[src/rtl/pop_count_pipe.sv]
// Pipelined population counter for wide TDC sample words: leaf popcounts,
// adder tree with spread registers, valid tracking and an N-sample accumulator.
module pop_count_pipe #(
    parameter int N         = 64,
    parameter int CHUNK     = 8,
    parameter int STAGES    = 3,
    parameter int NUM_ACC   = 4,
    localparam int CW       = $clog2(N) + 1,
    localparam int ACC_W    = $clog2(N * NUM_ACC + 1)
) (
    input  logic             clk,
    input  logic             rst,
    input  logic             en,
    input  logic             x_valid,
    input  logic [N-1:0]     x,
    input  logic             acc_clr,
    output logic             y_valid,
    output logic [CW-1:0]    y,
    output logic             acc_valid,
    output logic [ACC_W-1:0] acc_y
);

    localparam int LEAVES = N / CHUNK;
    localparam int D      = $clog2(LEAVES);
    localparam int R      = STAGES - 1;
    localparam int LEAF_W = $clog2(CHUNK) + 1;
    localparam int CNT_W  = (NUM_ACC > 1) ? $clog2(NUM_ACC) : 1;

    function automatic int nodes(input int lvl);
        return (LEAVES + (1 << lvl) - 1) >> lvl;
    endfunction

    // Level D always carries the y register; the other R registers start
    // at the leaves and are spaced evenly over levels 0..D-1.
    function automatic bit reg_at(input int lvl);
        if (lvl == D) return 1'b1;
        for (int k = 0; k < R; k++) begin
            if ((k * D) / R == lvl) return 1'b1;
        end
        return 1'b0;
    endfunction

    for (genvar l = 0; l <= D; l++) begin : g_lvl
        localparam int NN = nodes(l);
        localparam int W  = LEAF_W + l;

        logic [W-1:0] w_c [NN];
        logic [W-1:0] w_q [NN];
        logic         w_vin;
        logic         w_vq;

        if (l == 0) begin : g_leaf
            for (genvar j = 0; j < NN; j++) begin : g_n
                assign w_c[j] = W'($countones(x[j*CHUNK +: CHUNK]));
            end
            assign w_vin = x_valid;
        end else begin : g_add
            localparam int PN = nodes(l - 1);
            for (genvar j = 0; j < NN; j++) begin : g_n
                if (2 * j + 1 < PN) begin : g_pair
                    assign w_c[j] = W'(g_lvl[l-1].w_q[2*j])
                                  + W'(g_lvl[l-1].w_q[2*j+1]);
                end else begin : g_pass
                    assign w_c[j] = W'(g_lvl[l-1].w_q[2*j]);
                end
            end
            assign w_vin = g_lvl[l-1].w_vq;
        end

        if (reg_at(l)) begin : g_reg
            logic [W-1:0] r_q [NN];
            logic         r_v;

            always_ff @(posedge clk) begin
                if (rst) begin
                    r_q <= '{default: '0};
                    r_v <= 1'b0;
                end else if (en) begin
                    r_q <= w_c;
                    r_v <= w_vin;
                end
            end

            assign w_q  = r_q;
            assign w_vq = r_v;
        end else begin : g_comb
            assign w_q  = w_c;
            assign w_vq = w_vin;
        end
    end

    assign y       = CW'(g_lvl[D].w_q[0]);
    assign y_valid = g_lvl[D].w_vq;

    localparam logic [CNT_W-1:0] LAST = CNT_W'(NUM_ACC - 1);

    logic [ACC_W-1:0] r_sum;
    logic [CNT_W-1:0] r_cnt;
    logic [ACC_W-1:0] r_acc_y;
    logic             r_acc_valid;
    logic [ACC_W-1:0] w_y_ext;

    assign w_y_ext = ACC_W'(y);

    // acc_valid is a one-clock pulse, so it drops even on a stalled edge
    always_ff @(posedge clk) begin
        if (rst) begin
            r_sum       <= '0;
            r_cnt       <= '0;
            r_acc_y     <= '0;
            r_acc_valid <= 1'b0;
        end else begin
            r_acc_valid <= 1'b0;
            if (en) begin
                if (acc_clr) begin
                    r_sum <= '0;
                    r_cnt <= '0;
                end else if (y_valid) begin
                    if (r_cnt == LAST) begin
                        r_acc_y     <= r_sum + w_y_ext;
                        r_acc_valid <= 1'b1;
                        r_sum       <= '0;
                        r_cnt       <= '0;
                    end else begin
                        r_sum <= r_sum + w_y_ext;
                        r_cnt <= r_cnt + 1'b1;
                    end
                end
            end
        end
    end

    assign acc_y     = r_acc_y;
    assign acc_valid = r_acc_valid;

endmodule

[config.mk]
export PLATFORM = sky130hd
export DESIGN_NAME = pop_count_pipe
export DESIGN_NICKNAME = d
export VERILOG_FILES = /design/src/rtl/pop_count_pipe.sv
export SDC_FILE = /design/constraint.sdc
export NUM_CORES = 1
export LEC_CHECK = 0
export BUFFER_PORTS_ARGS = -buffer_cell sky130_fd_sc_hd__buf_2
export CAP_MARGIN = 0
export CORE_MARGIN = 5
export CORE_UTILIZATION = 58
export DETAILED_ROUTE_END_ITERATION = 16
export GPL_TIMING_DRIVEN = 0
export HOLD_SLACK_MARGIN = 0.06
export PLACE_DENSITY_LB_ADDON = 0.08
export SLEW_MARGIN = 20
export SYNTH_ARGS = -nofsm -noshare
export SYNTH_HDL_FRONTEND = slang
export SYNTH_SLANG_ARGS = --single-unit
[constraint.sdc]
create_clock -name clk -period 3.8 [get_ports clk]
set_clock_uncertainty 0.05 [all_clocks]
set_input_delay 0.76 -clock clk [delete_from_list [all_inputs] [get_ports clk]]
set_output_delay 0.76 -clock clk [all_outputs]
set_load 0.01 [all_outputs]
Word level (Yosys, flattened, before mapping)
Cells that the tools add are included.
{"block": "totals", "reg_bits": 83, "latchBits": 0, "ramBits": 0, "mem_bits_ro": 0, "inputBits": 69, "out_inout_bits": 18, "memories": 0}
{"block": "op_classes", "n_addsub": 65, "n_mul": 0, "n_div": 0, "order_cmp": 0, "n_eq_ne": 1, "shifts": 0, "mux": 7, "bitwise_logic": 3, "n_reduce_logical": 4}
{"cell": "1-bit by 1-bit adder with 2-bit output", "n": 32}
{"cell": "2-bit by 2-bit adder with 3-bit output", "n": 16}
{"cell": "3-bit by 3-bit adder with 4-bit output", "n": 8}
{"cell": "9-bit 2-to-1 mux", "n": 3}
{"cell": "4-bit by 4-bit adder with 5-bit output", "n": 4}
{"cell": "5-bit by 5-bit adder with 6-bit output", "n": 2}
{"cell": "9-bit by 7-bit adder with 9-bit output", "n": 1}
{"cell": "6-bit by 6-bit adder with 7-bit output", "n": 1}
{"cell": "2-bit 2-to-1 mux", "n": 3}
{"cell": "4-bit AND reduction", "n": 1}
{"cell": "4-bit OR reduction", "n": 1}
{"cell": "1-bit inverter", "n": 3}
{"cell": "2-bit by 1-bit adder with 2-bit output, second input constant", "n": 1}
{"cell": "2-bit == test, second input constant", "n": 1}
{"cell": "2-bit AND reduction", "n": 1}
{"cell": "2-bit nonzero test", "n": 1}
{"cell": "1-bit 2-to-1 mux", "n": 1}

Logic depth before layout (Yosys ltp)
Gate-level depths: netlist of the first run.
{"block": "depth", "word_depth": 4, "ltp_mapped": 11, "mapped_depth_nobuf": 11}

Worst setup path after synthesis of the first run
No wires, ideal clock.
{"block": "synth_timing", "path_kind": "input to register", "startpoint": "input x[32]", "endpoint": "register g_lvl[0].g_reg.r_q[14] (netlist name)", "setup_ps": 86, "arrival_time_ps": 3156, "required_ps": 3664, "path_slack_ps": 509, "stages": 9, "path_buffers": 0, "cell_sequence": "inv_1 > fa_1 > fa_1 > fa_1 > inv_1 > ha_1 > fa_1 > xnor2_1 > a211oi_1"}
{"block": "synth_between", "elab_chain_cells": 3}
{"element": "from (decl)", "line_no": "15", "text": "input logic [N-1:0] x,"}
{"element": "1-bit by 1-bit adder with 2-bit output", "line_no": "54", "text": "assign w_c[j] = W'($countones(x[j*CHUNK +: CHUNK]));"}
{"element": "2-bit by 2-bit adder with 3-bit output", "line_no": "54"}
{"element": "3-bit by 3-bit adder with 4-bit output", "line_no": "54"}
{"element": "to (signal assigned)", "line_no": "79", "text": "r_q <= w_c;"}
{"element": "to (decl)", "line_no": "71", "text": "logic [W-1:0] r_q [NN];"}
Every way passes these cells.
A chain may end at the register's enable or synchronous reset.

Worst setup path after layout of the first run
Ends and elaborated chain as after synthesis.

==> results of run 1 <==
cells in the mapped netlist, types with 2 or more instances:
master / number / share of area (%)
xor2_1: 5 / 0.77
nor2_1: 60 / 4.0
nor4b_1: 2 / 0.31
nor2b_1: 6 / 0.66
a311o_1: 2 / 0.35
a21o_1: 16 / 2.1
o211ai_1: 3 / 0.40
o21a_1: 3 / 0.40
buf_2: 9 / 0.79
clkbuf_1: 14 / 0.93
nor3_1: 5 / 0.44
a31oi_1: 2 / 0.22
a211o_1: 2 / 0.31
a211oi_1: 13 / 1.7
o21ai_0: 9 / 0.79
inv_1: 125 / 8.3
nand4b_1: 2 / 0.31
xnor2_1: 14 / 2.2
o31ai_2: 2 / 0.44
mux2i_1: 30 / 5.3
a21oi_1: 26 / 2.3
nand3_1: 18 / 1.6
nand2_1: 14 / 0.93
or4_1: 4 / 0.53
nand2b_1: 14 / 1.5
dfxtp_1: 83 / 29
or3_1: 3 / 0.33
fa_1: 47 / 17
o22ai_1: 5 / 0.55
a311oi_1: 4 / 0.62
nand4_1: 2 / 0.22
ha_1: 54 / 12
through the flow:
stage	instances	util (%)	total power [mW]	setup slack, ns
2_1_floorplan	616	-	1.68	0.509
3_3_place_gp	834	64.9	1.88	0.323
3_5_place_dp	834	64.9	1.94	0.227
4_1_cts	847	66.5	2.48	0.596
5_1_grt	847	66.5	2.66	0.486
6_report	847	66.5	2.46	0.594
power groups by stage:
stage | Combinational [mW] | Clock [mW] | Sequential, mW
after floorplan | 0.648 | 0 | 1.03
after global placement | 0.839 | 0 | 1.05
after detailed placement | 0.888 | 0 | 1.05
after CTS | 0.897 | 0.558 | 1.03
after global routing | 1.03 | 0.595 | 1.04
final | 0.883 | 0.553 | 1.03
logic make-up after synthesis:
logic type	Yosys count	share of synthesized area, %
AO/OA/AOI/OAI	96	11.7
XOR/XNOR	19	2.94
flip-flops	83	29.3
adder cells (fa/ha/maj)	101	28.5
buffers and inverters	149	10.1
AND/OR/NAND/NOR	138	12.1
multiplexers	30	5.30
registers in the layout, indices dropped and copies added, names as in the netlist:
name             cells
g_lvl.g_reg.r_q     52
acc_valid            1
acc_y                9
g_lvl.g_reg.r_v      2
r_sum                9
y                    7
y_valid              1
r_cnt                2
cell type report:
cell class | count | area [um2]
clock buffers | 10 | 138
repair buffers | 85 | 425
clock inverters | 3 | 17.5
multi-input cells | 384 | 3430
plain buffers | 24 | 101
well taps | 133 | 166
fillers | 841 | 3230
inverters | 125 | 469
flip-flops and latches | 83 | 1660
worst max-delay path, stage by stage:
cell and delay, ns:
buf_2 0.07, inv_1 0.04, fa_1 0.55, fa_1 0.44, fa_1 0.51, inv_1 0.05
ha_1 0.20, fa_1 0.41, xnor2_1 0.14, a211oi_1 0.24
cells in the final DEF, fill, tap and decap left out, drive strengths merged, types with 2 or more instances in the layout:
cell type / Yosys / layout
inv: 125 / 125
buf: 10 / 95
dfxtp: 83 / 83
nor2: 60 / 60
ha: 54 / 54
fa: 47 / 47
mux2i: 30 / 30
a21oi: 26 / 26
clkbuf: 14 / 24
nand3: 18 / 18
a21o: 17 / 17
nand2b: 14 / 14
nand2: 14 / 14
xnor2: 14 / 14
a211oi: 14 / 14
o21ai: 10 / 10
nor2b: 6 / 6
xor2: 5 / 5
o22ai: 5 / 5
nor3: 5 / 5
or4: 4 / 4
a311oi: 4 / 4
o21a: 3 / 3
or3: 3 / 3
o211ai: 3 / 3
nand4: 2 / 2
a311o: 2 / 2
a211o: 2 / 2
o31ai: 2 / 2
nor4b: 2 / 2
nand4b: 2 / 2
a31oi: 2 / 2
clkinv: 0 / 2
nor3b: 2 / 2
path summary, 6_finish.rpt:
check | from | end | depth (start not counted)
max | x[32] | g_lvl[0].g_reg.r_q[14] | 10
min | acc_y[4] | acc_y[4] | 2
max reg2reg | g_lvl[1].g_reg.r_q[6] | y[5] | 11
min reg2reg | acc_y[4] | acc_y[4] | 2
layer usage:
metal,vias up,share of wire (%)
met2,86,51
met5,-,0
met3,14,4.2
met4,0,1.3
li1,2188,-
met1,2097,44
==> impl_metrics.py, run 1 <==
metrics = {
    "outcome": {
        "status": "finished, final reports clean",
    },
    "clocking": {
        "cts_buffer_depth": 2,
        "cts_buffers": 9,
        "cts_sinks": 83,
        "cts_root_buf": "clkbuf_8",
        "cts_setup_buffers": 0,
        "path_clk_slew_ns": 0.09,
        "cts-resized-gates": 0,
        "cts_tree": "built",
        "ctsHoldBuffers": 0,
        "clock_latency_ns": 0.35,
        "htree_levels": 3,
    },
    "sta": {
        "setup_viol": 0,
        "tightest_slew_ns": 0.732,
        "drv_slew": 0,
        "grt_setup_unrepaired": "no",
        "finalCritPeriodShare_pct": 84.4,
        "setup_tns_ns": 0,
        "hold_viol_final": 0,
        "slew_headroom_pct": 51.2,
        "hold-worst-slack_ns": 0.405,
        "fin_crit_ns": 3.21,
        "max_freq_ghz": 0.312,
    },
    "global_routing": {
        "grt_use_met3_pct": 3.20,
        "busiest_layer": "met2",
        "antenna_found_initial": 0,
        "grt_overflow": 0,
        "first_global_vias": 4459,
        "grt_pass1_wl_um": 20900,
        "grt_use_met2_pct": 40.6,
        "met1_usage_pct": 28.5,
        "grt_use_total_pct": 22.6,
        "grt_max_degree": 13,
    },
    "logic_synthesis": {
        "synth_nets": 786,
        "ys_seq_area_share_pct": 29.3,
        "syn_area_um2": 5670,
        "async_flop_share_pct": 0,
        "synth-main-ff-cell": "dfxtp_1",
        "yosys_register_bits": 83,
        "netlist_instances": 616,
        "yosys_warnings": 0,
        "synth.distinct_cells": 50,
        "synth_edf_count": 0,
        "syn_avg_cell_area_um2": 9.20,
    },
    "detailed_routing": {
        "wl_per_cell_um": 14.8,
        "vias_per_cell": 5.18,
        "drt-pass1-iter-count": 5,
        "drt_wl_total_um": 12500,
        "vias": 4385,
        "drc": 0,
        "drtIter0Drc": 188,
        "ant_nets": 0,
    },
    "floorplan": {
        "die_x_um": 109,
        "dieArea_um2": 11800,
        "rows": 36,
        "coreArea_um2": 9640,
        "start_util_pct": 58.8,
        "io-pin-count": 87,
        "die_h_um": 109,
    },
    "placed_design": {
        "dpl_cell_area_um2": 6260,
        "routabilityCongestion": 0.885,
        "dp_hpwl_um": 9840,
        "io_buffers": 85,
    },
    "critical_path": {
        "worstPathRequired_ns": 4.01,
        "cp_max_fo": 2,
        "worstSetupPathType": "input port to flip-flop",
        "end_kind": "flip-flop",
        "start_kind": "input port",
        "arrival_ns": 3.42,
        "reg2reg_slack_ns": 0.94,
    },
    "power_and_ir_drop": {
        "internal-power_mw": 1.62,
        "swShare_pct": 34.3,
        "power_frac_seq_pct": 41.7,
        "clkPwrFrac_pct": 22.5,
        "p_sw_uw": 845,
        "p_comb_share_pct": 35.8,
        "peakVddDrop_mv": 0.207,
        "p_per_area_nw_per_um2": 384,
        "total_leakage_power_nw": 3.25,
    },
    "finish": {
        "finalInstanceArea_um2": 6410,
        "syn_to_final_growth_pct": 13.2,
        "diodes": 0,
        "drive_gt1_share_pct": 16.0,
        "nets": 882,
    },
    "job": {
        "maxCapViolCount": 0,
    },
    "hold_path": {
        "hp-class": "flip-flop to flip-flop",
    },
}
No activity file was read; power rests on OpenSTA's default activity.
==> inputs of run 2 (changes only) <==
==> constraint.sdc (replaced) <==
create_clock -name clk -period 3.05 [get_ports clk]
set_clock_uncertainty 0.05 [all_clocks]
set_input_delay 0.61 -clock clk [delete_from_list [all_inputs] [get_ports clk]]
set_output_delay 0.61 -clock clk [all_outputs]
set_load 0.01 [all_outputs]
==> impl_metrics.py, run 2 (synthesized netlist as in run 1, its figures left out) <==
metrics = {
    "critical_path": {
        "start_kind": "input port",
        "rr_worst_depth": 11,
        "rr_startpoint": "g_lvl[1].g_reg.r_q[1]",
        "end_kind": "flip-flop",
        "worstSetupPathType": "input port to flip-flop",
        "critical_path.startpoint": "x[40]",
        "cp_max_fo": 2,
        "worstPathRequired_ns": 3.22,
        "arrival_ns": 3.12,
    },
    "global_routing": {
        "grt_use_total_pct": 22.7,
        "antenna_found_initial": 0,
        "grt_pass1_wl_um": 21000,
        "grt_max_degree": 13,
        "first_global_vias": 4562,
        "grt_overflow": 0,
    },
    "clocking": {
        "cts_buffer_depth": 2,
        "cts_tree": "built",
        "htree_levels": 3,
        "ctsHoldBuffers": 0,
        "clock_latency_ns": 0.36,
        "cts_sinks": 83,
        "path_clk_slew_ns": 0.07,
        "cts_root_buf": "clkbuf_8",
        "cts_buffers": 9,
    },
    "placed_design": {
        "dp_hpwl_um": 9910,
        "dp_cells": 834,
        "io_buffers": 85,
        "post-place-ws_ns": -0.330,
        "routabilityCongestion": 0.890,
    },
    "finish": {
        "largest_register_ffs": 52,
        "fillCellCount": 851,
        "final_common_cell": "inv_1",
        "final_cell_mix": "116 x inv_1, 93 x buf_2, 83 x dfxtp_1",
        "syn_to_final_growth_pct": 15.3,
        "diodes": 0,
        "seq_area_um2": 1660,
        "nets": 882,
        "fin_cells": 848,
        "multi_input_area_um2": 3520,
        "largest-register": "g_lvl.g_reg.r_q",
        "drive_gt1_share_pct": 20.0,
    },
    "sta": {
        "slew_headroom_pct": 50.4,
        "finalCritPeriodShare_pct": 96.6,
        "max_freq_ghz": 0.339,
        "post-route-worst-setup-slack_ns": 0.103,
        "setup_viol": 0,
        "hold-worst-slack_ns": 0.403,
        "grt_setup_unrepaired": "yes",
        "tightest_slew_ns": 0.744,
        "fin_crit_ns": 2.95,
        "drv_slew": 0,
        "hold_viol_final": 0,
    },
    "power_and_ir_drop": {
        "clkPwrFrac_pct": 23.8,
        "total_power_mw": 3.20,
        "total_leakage_power_nw": 3.25,
        "p_sw_mw": 1.06,
        "p_per_area_nw_per_um2": 489,
        "p_comb_share_pct": 36.0,
        "peakVddDrop_mv": 0.291,
        "power_frac_seq_pct": 40.2,
        "swShare_pct": 33.2,
        "internal-power_mw": 2.14,
    },
    "detailed_routing": {
        "drt-pass1-iter-count": 4,
        "ant_nets": 0,
        "wl_per_cell_um": 14.8,
        "drc": 0,
        "vias": 4408,
        "vias_per_cell": 5.20,
        "drtIter0Drc": 155,
        "drt_wl_total_um": 12600,
    },
    "floorplan": {
        "die_h_um": 109,
        "io-pin-count": 87,
        "dieArea_um2": 11800,
        "coreArea_um2": 9640,
        "start_util_pct": 58.8,
        "die_x_um": 109,
        "rows": 36,
    },
    "outcome": {
        "status": "finished, final reports clean",
    },
    "hold_path": {
        "hp-class": "flip-flop to flip-flop",
        "holdPathStages": 2,
        "hold_start": "acc_y[4]",
    },
    "job": {
        "maxCapViolCount": 0,
    },
}
[run 2: timing repair]
item | 4_1_cts | 5_1_grt
setup endpoints to repair | 0 | 4
buffers inserted | 0 | 0
resized for setup | 0 | 6
[run 2: power by group through the flow]
stage | Clock (mW) | Combinational [mW] | Sequential [mW]
final | 0.760 | 1.15 | 1.29
after global routing | 0.819 | 1.34 | 1.30
after CTS | 0.778 | 1.15 | 1.29
after detailed placement | 0 | 1.14 | 1.31
after global placement | 0 | 1.08 | 1.30
after floorplan | 0 | 0.844 | 1.29
[run 2: final timing paths]
| path | end | slack (ns) |
|---|---|---|
| worst max-delay path | g_lvl[0].g_reg.r_q[10] | 0.10 |
| worst min-delay path | acc_y[4] | 0.40 |
| worst max register to register | y[5] | 0.24 |
| worst min register to register | acc_y[4] | 0.40 |
[run 2: metal layers]
metal  part of all wire (%)  global-route usage (%)  up-vias  wire length (um)
met2                     51                    40.7      105              6410
met1                     41                    27.3     2090              5200
met3                    5.9                    4.56       18               744
met4                    1.5                    6.85        0               193
met5                      0                       0        -                 0
li1                       -                       -     2195                 -
[run 2: worst max-delay path, cell delays in order]
cell and delay, ns:
buf_6 0.09, fa_1 0.54, inv_2 0.04, fa_1 0.49
fa_1 0.43, inv_1 0.07, ha_2 0.18, inv_2 0.04
fa_2 0.32, xnor2_1 0.13, mux2i_1 0.13, nor2_1 0.05
[run 2: metrics by stage]
| stage | util, % | TNS (ns) | instance area (um2) |
|---|---|---|---|
| final | 67.8 | 0 | 6540 |
| after floorplan | - | -0.361 | 5730 |
| after global routing | 67.8 | -0.0608 | 6540 |
| after CTS | 67.4 | 0 | 6500 |
| after detailed placement | 65.6 | -3.87 | 6320 |
| after global placement | 65.6 | -3.06 | 6320 |
[run 2: layout make-up]
class,count,share of cell area (%)
buffer,24,1.55
clock buffer,11,2.16
tap,133,2.55
multi-input combinational,384,53.9
sequential,83,25.4
timing repair buffer,85,6.60
inverter,125,7.18
clock inverter,3,0.613
